### config.mk
export PLATFORM = sky130hd
export DESIGN_NAME = sram_arbiter
export DESIGN_NICKNAME = d
export VERILOG_FILES = /design/src/rtl/sram_arbiter.sv
export SDC_FILE = /design/constraint.sdc
export NUM_CORES = 1
export LEC_CHECK = 0
export ABC_AREA = 1
export BUFFER_PORTS_ARGS = -buffer_cell sky130_fd_sc_hd__buf_2
export CAP_MARGIN = 20
export CORE_UTILIZATION = 43
export DETAILED_ROUTE_END_ITERATION = 10
export PLACE_DENSITY = 0.82
export SYNTH_ARGS = -nofsm -noshare
export SYNTH_HDL_FRONTEND = slang
export SYNTH_SLANG_ARGS = --single-unit
### constraint.sdc
create_clock -name clk -period 2.01 [get_ports clk]
set_input_delay 0.1005 -clock clk [delete_from_list [all_inputs] [get_ports clk]]
set_output_delay 0.1005 -clock clk [all_outputs]
set_load 0.005 [all_outputs]
### src/rtl/sram_arbiter.sv
// rtl/sram_arbiter.sv - two-master arbiter for a single shared SRAM port
//
// Shares one SRAM port between an instruction fetch master and a data
// load/store master. Each access holds the SRAM port for WAIT_STATES+1 cycles,
// then spends one DONE cycle. The requester's ack pulses in the cycle after
// DONE, which is also the IDLE cycle in which the next request can be granted.
//
// Parameters:
//   WAIT_STATES   extra SRAM cycles per access (0..15)
// Ports:
//   clk, rst                       clock, synchronous active-high reset
//   inst_req/addr -> inst_rdata/ack  fetch master (read only)
//   data_req/we/be/addr/wdata -> data_rdata/ack  load/store master
//   mem_ce/we/be/addr/wdata, mem_rdata  shared SRAM port (outputs registered)
//   stall_req                      combinational pipeline stall request
// Configuration:
//   ARB_ROUND_ROBIN_EN  when defined, contended grants alternate between the
//                       masters; otherwise data always wins.

module sram_arbiter #(
  parameter int unsigned WAIT_STATES = 1
) (
  input  logic        clk,
  input  logic        rst,
  input  logic        inst_req,
  input  logic [31:0] inst_addr,
  output logic [31:0] inst_rdata,
  output logic        inst_ack,
  input  logic        data_req,
  input  logic        data_we,
  input  logic [3:0]  data_be,
  input  logic [31:0] data_addr,
  input  logic [31:0] data_wdata,
  output logic [31:0] data_rdata,
  output logic        data_ack,
  output logic        mem_ce,
  output logic        mem_we,
  output logic [3:0]  mem_be,
  output logic [31:0] mem_addr,
  output logic [31:0] mem_wdata,
  input  logic [31:0] mem_rdata,
  output logic        stall_req
);

  localparam logic [3:0] WS = 4'(WAIT_STATES);

  typedef enum logic [1:0] {IDLE, ACCESS, DONE} state_t;

  state_t     state, state_nxt;
  logic [3:0] cnt;
  logic       gnt_data;   // owner of the access in flight: 1 = data, 0 = inst
  logic       pick_data;  // grant decision for the current IDLE cycle
  logic       any_req;

  assign any_req   = inst_req | data_req;
  assign stall_req = (inst_req & ~inst_ack) | (data_req & ~data_ack);

`ifdef ARB_ROUND_ROBIN_EN
  logic last_data;  // 1 when the most recent grant went to data

  always_comb begin
    pick_data = data_req;
    if (inst_req && data_req) begin
      pick_data = ~last_data;
    end
  end

  always_ff @(posedge clk) begin
    if (rst) begin
      last_data <= 1'b0;
    end else if (state == IDLE && any_req) begin
      last_data <= pick_data;
    end
  end
`else
  always_comb begin
    pick_data = data_req;
  end
`endif

  always_ff @(posedge clk) begin
    if (rst) begin
      state <= IDLE;
    end else begin
      state <= state_nxt;
    end
  end

  always_comb begin
    state_nxt = state;
    case (state)
      IDLE:    if (any_req) state_nxt = ACCESS;
      ACCESS:  if (cnt == 4'd0) state_nxt = DONE;
      DONE:    state_nxt = IDLE;
      default: state_nxt = IDLE;
    endcase
  end

  always_ff @(posedge clk) begin
    if (rst) begin
      cnt        <= 4'd0;
      gnt_data   <= 1'b0;
      mem_ce     <= 1'b0;
      mem_we     <= 1'b0;
      mem_be     <= 4'd0;
      mem_addr   <= 32'd0;
      mem_wdata  <= 32'd0;
      inst_rdata <= 32'd0;
      data_rdata <= 32'd0;
      inst_ack   <= 1'b0;
      data_ack   <= 1'b0;
    end else begin
      inst_ack <= 1'b0;
      data_ack <= 1'b0;
      case (state)
        IDLE: begin
          if (any_req) begin
            mem_ce   <= 1'b1;
            cnt      <= WS;
            gnt_data <= pick_data;
            if (pick_data) begin
              mem_we    <= data_we;
              mem_be    <= data_be;
              mem_addr  <= {data_addr[31:2], 2'b00};
              mem_wdata <= data_wdata;
            end else begin
              mem_we    <= 1'b0;
              mem_be    <= 4'hF;
              mem_addr  <= {inst_addr[31:2], 2'b00};
              mem_wdata <= 32'd0;
            end
          end
        end
        ACCESS: begin
          if (cnt != 4'd0) begin
            cnt <= cnt - 4'd1;
          end else begin
            // mem_we still reflects the granted access here, so stores
            // leave the requester's read register untouched.
            if (!mem_we) begin
              if (gnt_data) data_rdata <= mem_rdata;
              else          inst_rdata <= mem_rdata;
            end
            mem_ce    <= 1'b0;
            mem_we    <= 1'b0;
            mem_be    <= 4'd0;
            mem_addr  <= 32'd0;
            mem_wdata <= 32'd0;
          end
        end
        DONE: begin
          inst_ack <= ~gnt_data;
          data_ack <= gnt_data;
        end
        default: begin
          mem_ce <= 1'b0;
        end
      endcase
    end
  end

endmodule

==> results of run 1 <==
-- cell families after synthesis --
kind of cell | Yosys count
adder cells (fa/ha/maj) | 2
AO/OA/AOI/OAI | 141
buffers and inverters | 108
AND/OR/NAND/NOR | 361
flip-flops | 141
other | 1
-- worst max-delay path by stage --
| stage | startpoint | endpoint | cells after the start |
|---|---|---|---|
| 2_1_floorplan | cnt[0] | inst_rdata[10] | 7 |
| 3_3_place_gp | cnt[0] | mem_wdata[24] | 8 |
| 3_5_place_dp | cnt[0] | mem_wdata[13] | 8 |
| 4_1_cts | cnt[0] | mem_wdata[13] | 8 |
| 5_1_grt | cnt[0] | mem_wdata[13] | 8 |
| 6_report | cnt[1] | data_rdata[18] | 6 |
-- worst min-delay path, delay by kind of cell --
kind | cells | cell delay, ns
AO/OA/AOI/OAI | 2 | 0.20
buffers and inverters | 1 | 0.08
-- registers in the layout, summed over array words and instances, names as in the netlist --
signal and count:
mem_wdata 32, mem_be 4, inst_rdata 32, mem_ce 1, inst_ack 1, data_ack 1
gnt_data 1, mem_we 1, mem_addr 30, cnt 4, data_rdata 32, state 2
-- what timing repair did --
item,4_1_cts,5_1_grt
resized for setup,0,0
endpoints found under the hold margin,100,0
endpoints found under the setup margin,0,0
hold buffers,68,0
-- stage by stage --
stage | hold WS, ns | worst slack [ns] | total power, W | instance area [µm²] | util (%)
floorplan | 0.2426 | 0.5948 | 0.004281 | 5602 | -
global placement | 0.3476 | 0.3408 | 0.004871 | 7014 | 55.36
detailed placement | 0.3550 | 0.3095 | 0.004904 | 7014 | 55.36
CTS | 0.001684 | 0.2923 | 0.008330 | 8327 | 65.72
global route | 0.03829 | 0.1204 | 0.008730 | 8327 | 65.72
finish | 0.01022 | 0.2744 | 0.008325 | 8327 | 65.72
-- layer usage --
metal	routed length [µm]	part of all wire, %	vias up
met4	388	2.2	0
li1	-	-	3059
met3	1392	8.0	34
met1	6825	39	2740
met2	8692	50	287
met5	0	0	-
-- final cells by class --
type,count,share of cell area (%)
Clock buffer,20,5.605
Timing Repair Buffer,350,26.03
Multi-Input combinational cell,506,27.56
Sequential cell,141,33.90
Inverter,52,2.344
Tap cell,172,2.585
Clock inverter,11,1.983
-- power by group --
part           leakage, nW  switching (W)  internal [W]  total [W]
logic                 2.76        0.00103      0.000697    0.00173
registers             1.15       0.000156       0.00310    0.00326
clock network        0.312        0.00118       0.00216    0.00334
-- layout by cell type, fill, tap and decap left out, types with 37 or more instances in the layout --
master,instances
buf_2,267
nand2_1,155
dfxtp_1,141
o21ai_0,92
nor2_1,86
dlygate4sd3_1,68
nor3_1,65
inv_1,49
nand3_1,42
a21oi_1,37
==> reports/results.tsv, run 1 <==
metric	value	unit
hold_end	mem_be[3]	
cellPowerDensity	999.8	nW/µm²
syn_area_per_cell	7.424	µm²
ys_types	26	
tightestPinTransition	0.5390	ns
diodes	0	
die_h	116.1	µm
initial_core_util	44.18	%
maxSlewHeadroom	64.07	%
cts_buffers	17	
antenna_found_initial	0	
finalCriticalPeriod	1.736	ns
cts_tree	done	
holdPathStages	3	
path_cells	inv_1 -> ha_1 -> nand3b_1 -> buf_4 -> nor3_1 -> nor2_1	
leakage	4.225	nW
clockBufferDepth	2	
ioPinCount	274	
grt_pass1_wl	26380	µm
drive_above_1_share	30.46	%
reg2reg_from	cnt[1]	
use_met2	45.67	%
worstSetupPathType	register to register	
grt_pass1_vias	5747	
port-buffer-count	267	
fillCellCount	1060	
ys_top_cells_by_area	dfxtp_1 (50%), nand2_1 (10%), o21ai_0 (8.2%)	
cp_slowest_cell	buf_4	
endpoint_kind	register	
cp-start-kind	register	
synth_edf_count	0	
synth_compound_area_share	12.70	%
ff2ff_setup_slack	0.27	ns
place_hpwl	10740	µm
worstReg2RegEnd	data_rdata[18]	
hold_class	primary input to register	
status	completed	
cap_violations	0	
detailroute.via_count	6120	
critPathMaxStageDelay	0.49	ns
grt.total_usage	25.19	%
synth_seq_area_share	50.42	%
synthMostInstantiatedCell	nand2_1	
max_freq	576.2	MHz
fin_cells	1252	
die_w	116.1	µm
async_flop_share	0	%
clk_pin_slew	0.06	ns
synth_simple_gate_area_share	27.72	%
synth_top_area_cell	dfxtp_1	
synthToLayoutAreaGrowth	48.75	%
post_drt_wl_per_cell	13.82	µm
max-vdd-ir-drop	0.7249	mV
grt_setup_unrepaired	no	
yosys_warnings	0	
reg2reg_depth	6	
drc	0	
ys.flop_type	dfxtp_1	
critPathTopFamily	buffers and inverters	
clk-insertion-delay-late	0.42	ns
synth-adder-area-share	0.4470	%
final-seq-area	2823	µm²
worstPathRequired	2.36	ns
grt.busiest_layer	met2	
synth-xor-area-share	0	%
crit_arrival	2.08	ns
syn_inst	754	
cts.sinks	141	
grt_max_degree	65	
clockRootBuffer	clkbuf_16	
synth_common_cells	nand2_1 (155), dfxtp_1 (141), o21ai_0 (92)	
dieArea	13480	µm²
multi_input_comb_area	2295	µm²
drt_iter0_markers	391	
gp_congestion	0.7556	
row_count	41	
netlist.area_leader.share	50.42	%
fin_crit_sh	86.35	%
synth_top_family_by_area	simple AND/OR/NAND/NOR gates	
setup_tns	0	ns
drtAntennaViolNets	0	
post-place-cells	1153	
synth_seq_cells	141	
grt_util_met1	27.53	%
path_max_fanout	50	
wl	17300	µm
cts_setup_buffers	0	
setup_viol	0	
fin_nets	1207	
slew_violations	0	
final-hold-violation-count	0	
via_per_inst	4.888	
cts_max_level	4	
synth.mux.area_fraction	0	%
clock_skew	0.01113	ns
syn_area	5598	µm²
core-area	12670	µm²
min_from	data_be[3]	
grt_overflow	0	
cp_num_buf_inv	2	
first_pass_iters	7	
gr-usage-met3	6.850	%
(Power assumes the default switching activity.)
==> run 2: changes to the inputs <==
--- a/config.mk
+++ b/config.mk
@@ -5,12 +5,12 @@
 export SDC_FILE = /design/constraint.sdc
 export NUM_CORES = 1
 export LEC_CHECK = 0
-export ABC_AREA = 1
+export ABC_AREA = 0
 export BUFFER_PORTS_ARGS = -buffer_cell sky130_fd_sc_hd__buf_2
 export CAP_MARGIN = 20
 export CORE_UTILIZATION = 43
 export DETAILED_ROUTE_END_ITERATION = 10
-export PLACE_DENSITY = 0.82
+export PLACE_DENSITY = 0.81
 export SYNTH_ARGS = -nofsm -noshare
 export SYNTH_HDL_FRONTEND = slang
 export SYNTH_SLANG_ARGS = --single-unit
==> run 2 against run 1 <==
Total power down 6.5%. Worst hold slack improved by 0.0028 ns. First-iteration DRC count rose by 29%. Final cell count down 11%. Design area increased by 1.3%.
==> reports/results.tsv, run 2 <==
metric	value	unit	change
drt_iter0_markers	503		+29%
wl_met1	6979	µm	+2.3%
synth_seq_cells	141		unchanged
async_flop_share	0	%	unchanged
fin_crit_sh	93.95	%	+7.6 points
syn_area	5619	µm²	+0.38%
wl_met2	9766	µm	+12%
critPathTopFamily	simple AND/OR/NAND/NOR gates		
worstPathRequired	2.28	ns	-0.08 ns
grt_pass1_wl	28590	µm	+8.4%
row_count	41		unchanged
clock_skew	0.02666	ns	+0.01553 ns
cp_slowest_cell	or4b_2		
finalCriticalPeriod	1.888	ns	+0.1528 ns
ys_top_cells_by_area	dfxtp_1 (50%), a32o_1 (9.4%), o21ai_0 (7.5%)		
cts.sinks	141		unchanged
grt_max_degree	55		-15%
top_regs	data_rdata x32, inst_rdata x32, mem_wdata x32		
setup_viol	0		unchanged
drc	0		unchanged
grt_overflow	0		unchanged
slew_violations	0		unchanged
ioPinCount	274		unchanged
share_seq_of_total_power	40.1	%	+1.0 points
combinationalPowerShare	19.2	%	-1.6 points
die_h	116.3	µm	+0.19%
cts_buffers	17		unchanged
crit_arrival	2.16	ns	+0.08 ns
clock_power_share	40.7	%	+0.6 points
grt.total_usage	27.39	%	+2.2 points
mostFrequentLayoutCell	buf_2		
p_int	0.005610	W	-5.9%
dieArea	13530	µm²	+0.38%
synth_top_area_cell	dfxtp_1		
cellPowerDensity	923.5	nW/µm²	-7.6%
setup_tns	0	ns	unchanged
leakage	3.773	nW	-11%
antenna_found_initial	0		unchanged
clockBufferDepth	2		unchanged
drive_above_1_share	36.55	%	+6.1 points
cap_violations	0		unchanged
cp-start-kind	register		
post_drt_wl_per_cell	16.74	µm	+21%
place_hpwl	11000	µm	+2.4%
grt_setup_unrepaired	no		
wl_met3	1444	µm	+3.7%
syn_area_per_cell	9.122	µm²	+23%
clk_pin_slew	0.06	ns	about the same
port-buffer-count	267		unchanged
hold_class	primary input to register		
via_per_inst	5.460		+12%
layout_common_cells	buf_2 (267), dfxtp_1 (141), o21ai_0 (84)		
post-place-cells	1010		-12%
drtAntennaViolNets	0		unchanged
ys.flop_type	dfxtp_1		
synth_edf_count	0		unchanged
max_freq	529.6	MHz	-8.1%
gp_congestion	0.8081		+6.9%
yosys_warnings	0		unchanged
synthMostInstantiatedCell	dfxtp_1		
detailroute.via_count	6099		-0.34%
core-area	12670	µm²	unchanged
first_pass_iters	7		unchanged
clk-insertion-delay-late	0.43	ns	about the same
status	completed		
tightestPinTransition	0.5836	ns	+0.04462 ns
fin_nets	1070		-11%
p_sw_share	27.96	%	-0.46 points
p_switching	0.002177	W	-8.0%
clockRootBuffer	clkbuf_16		
synth_seq_area_share	50.23	%	-0.19 points
synth_common_cells	dfxtp_1 (141), o21ai_0 (84), nand3_1 (78)		
max-vdd-ir-drop	0.6589	mV	-9.1%
worstSetupPathType	register to register		
endpoint_kind	register		
critPathMaxStageDelay	0.62	ns	+0.13 ns
netlist.area_leader.share	50.23	%	-0.19 points
maxUsedRoutingLayer	met4		
final-hold-violation-count	0		unchanged
die_w	116.3	µm	+0.19%
grt_pass1_vias	5841		+1.6%
syn_inst	616		-18%
cts_tree	done		
synthToLayoutAreaGrowth	50.06	%	
path_cells	or4b_2 -> buf_4 -> o21ai_0 -> a21oi_1		
wl	18700	µm	+8.1%
fin_cells	1117		-11%
cp_num_buf_inv	1		-1
maxSlewHeadroom	61.09	%	-3.0 points
path_max_fanout	32		-36%
cts_max_level	4		unchanged
ys_types	39		+50%
initial_core_util	44.35	%	+0.17 points
fillCellCount	1032		-2.6%
-- run 2: routing by layer --
| metal | vias to the layer above | global-route usage, % |
|---|---|---|
| met4 | 0 | 12.91 |
| met1 | 2853 | 29.54 |
| li1 | 2886 | - |
| met5 | - | 0 |
| met2 | 317 | 49.70 |
| met3 | 43 | 7.213 |
-- run 2: worst paths after layout --
check,from,slack [ns],to,cells after the start
setup / recovery,state[0],0.12,inst_rdata[21],4
hold / removal,data_addr[30],0.01,mem_addr[30],4
setup reg to reg,state[0],0.12,inst_rdata[21],4
hold reg to reg,mem_addr[28],0.45,mem_addr[28],2
-- run 2: layout make-up --
| cell class | count | area (µm²) | area share [%] |
|---|---|---|---|
| Timing Repair Buffer | 364 | 2262 | 26.83 |
| Antenna cell | 1 | 2.502 | 0.02968 |
| Clock buffer | 18 | 429.2 | 5.090 |
| Tap cell | 172 | 215.2 | 2.552 |
| Inverter | 6 | 22.52 | 0.2671 |
| Sequential cell | 141 | 2823 | 33.48 |
| Multi-Input combinational cell | 401 | 2511 | 29.78 |
| Clock inverter | 14 | 166.4 | 1.974 |
-- run 2: power by group through the flow --
| stage | sequential [W] | clock [W] | combinational [W] |
|---|---|---|---|
| floorplan | 0.00319 | 0 | 0.000773 |
| global placement | 0.00316 | 0 | 0.00133 |
| detailed placement | 0.00317 | 0 | 0.00135 |
| CTS | 0.00311 | 0.00321 | 0.00146 |
| global route | 0.00315 | 0.00335 | 0.00163 |
| finish | 0.00312 | 0.00317 | 0.00149 |
-- run 2: worst min-delay path, cell delays in order --
cell     delay, ns
buf_2         0.08
nand2_1       0.04
o21ai_0       0.06
a32o_1        0.12
-- run 2: stage by stage --
step / power, W / hold WS [ns] / setup WS (ns) / cell area, µm² / utilization, %
final: 0.007787 / 0.01297 / 0.1216 / 8432 / 66.54
after CTS: 0.007790 / 0.001791 / 0.1612 / 8429 / 66.53
after global routing: 0.008129 / 0.04311 / 0.04261 / 8429 / 66.53
after floorplan: 0.003960 / 0.2263 / 0.1770 / 5623 / -
after global placement: 0.004495 / 0.3087 / 0.2369 / 7093 / 55.98
after detailed placement: 0.004519 / 0.3140 / 0.1987 / 7093 / 55.98
-- run 2: kinds of logic after synthesis --
group / synth area share [%]
compound gates: 24.65
simple gates: 13.36
flops: 50.23
buf+inv: 5.945
mux: 5.299
fa+ha+maj: 0.4453
other cells: 0.06674
-- run 2: timing repair --
item                                    4_1_cts  5_1_grt
endpoints found under the setup margin        0        0
resized for setup                             0        0
setup buffers                                 0        0
hold endpoints to repair                    106        0
hold buffers                                 74        0
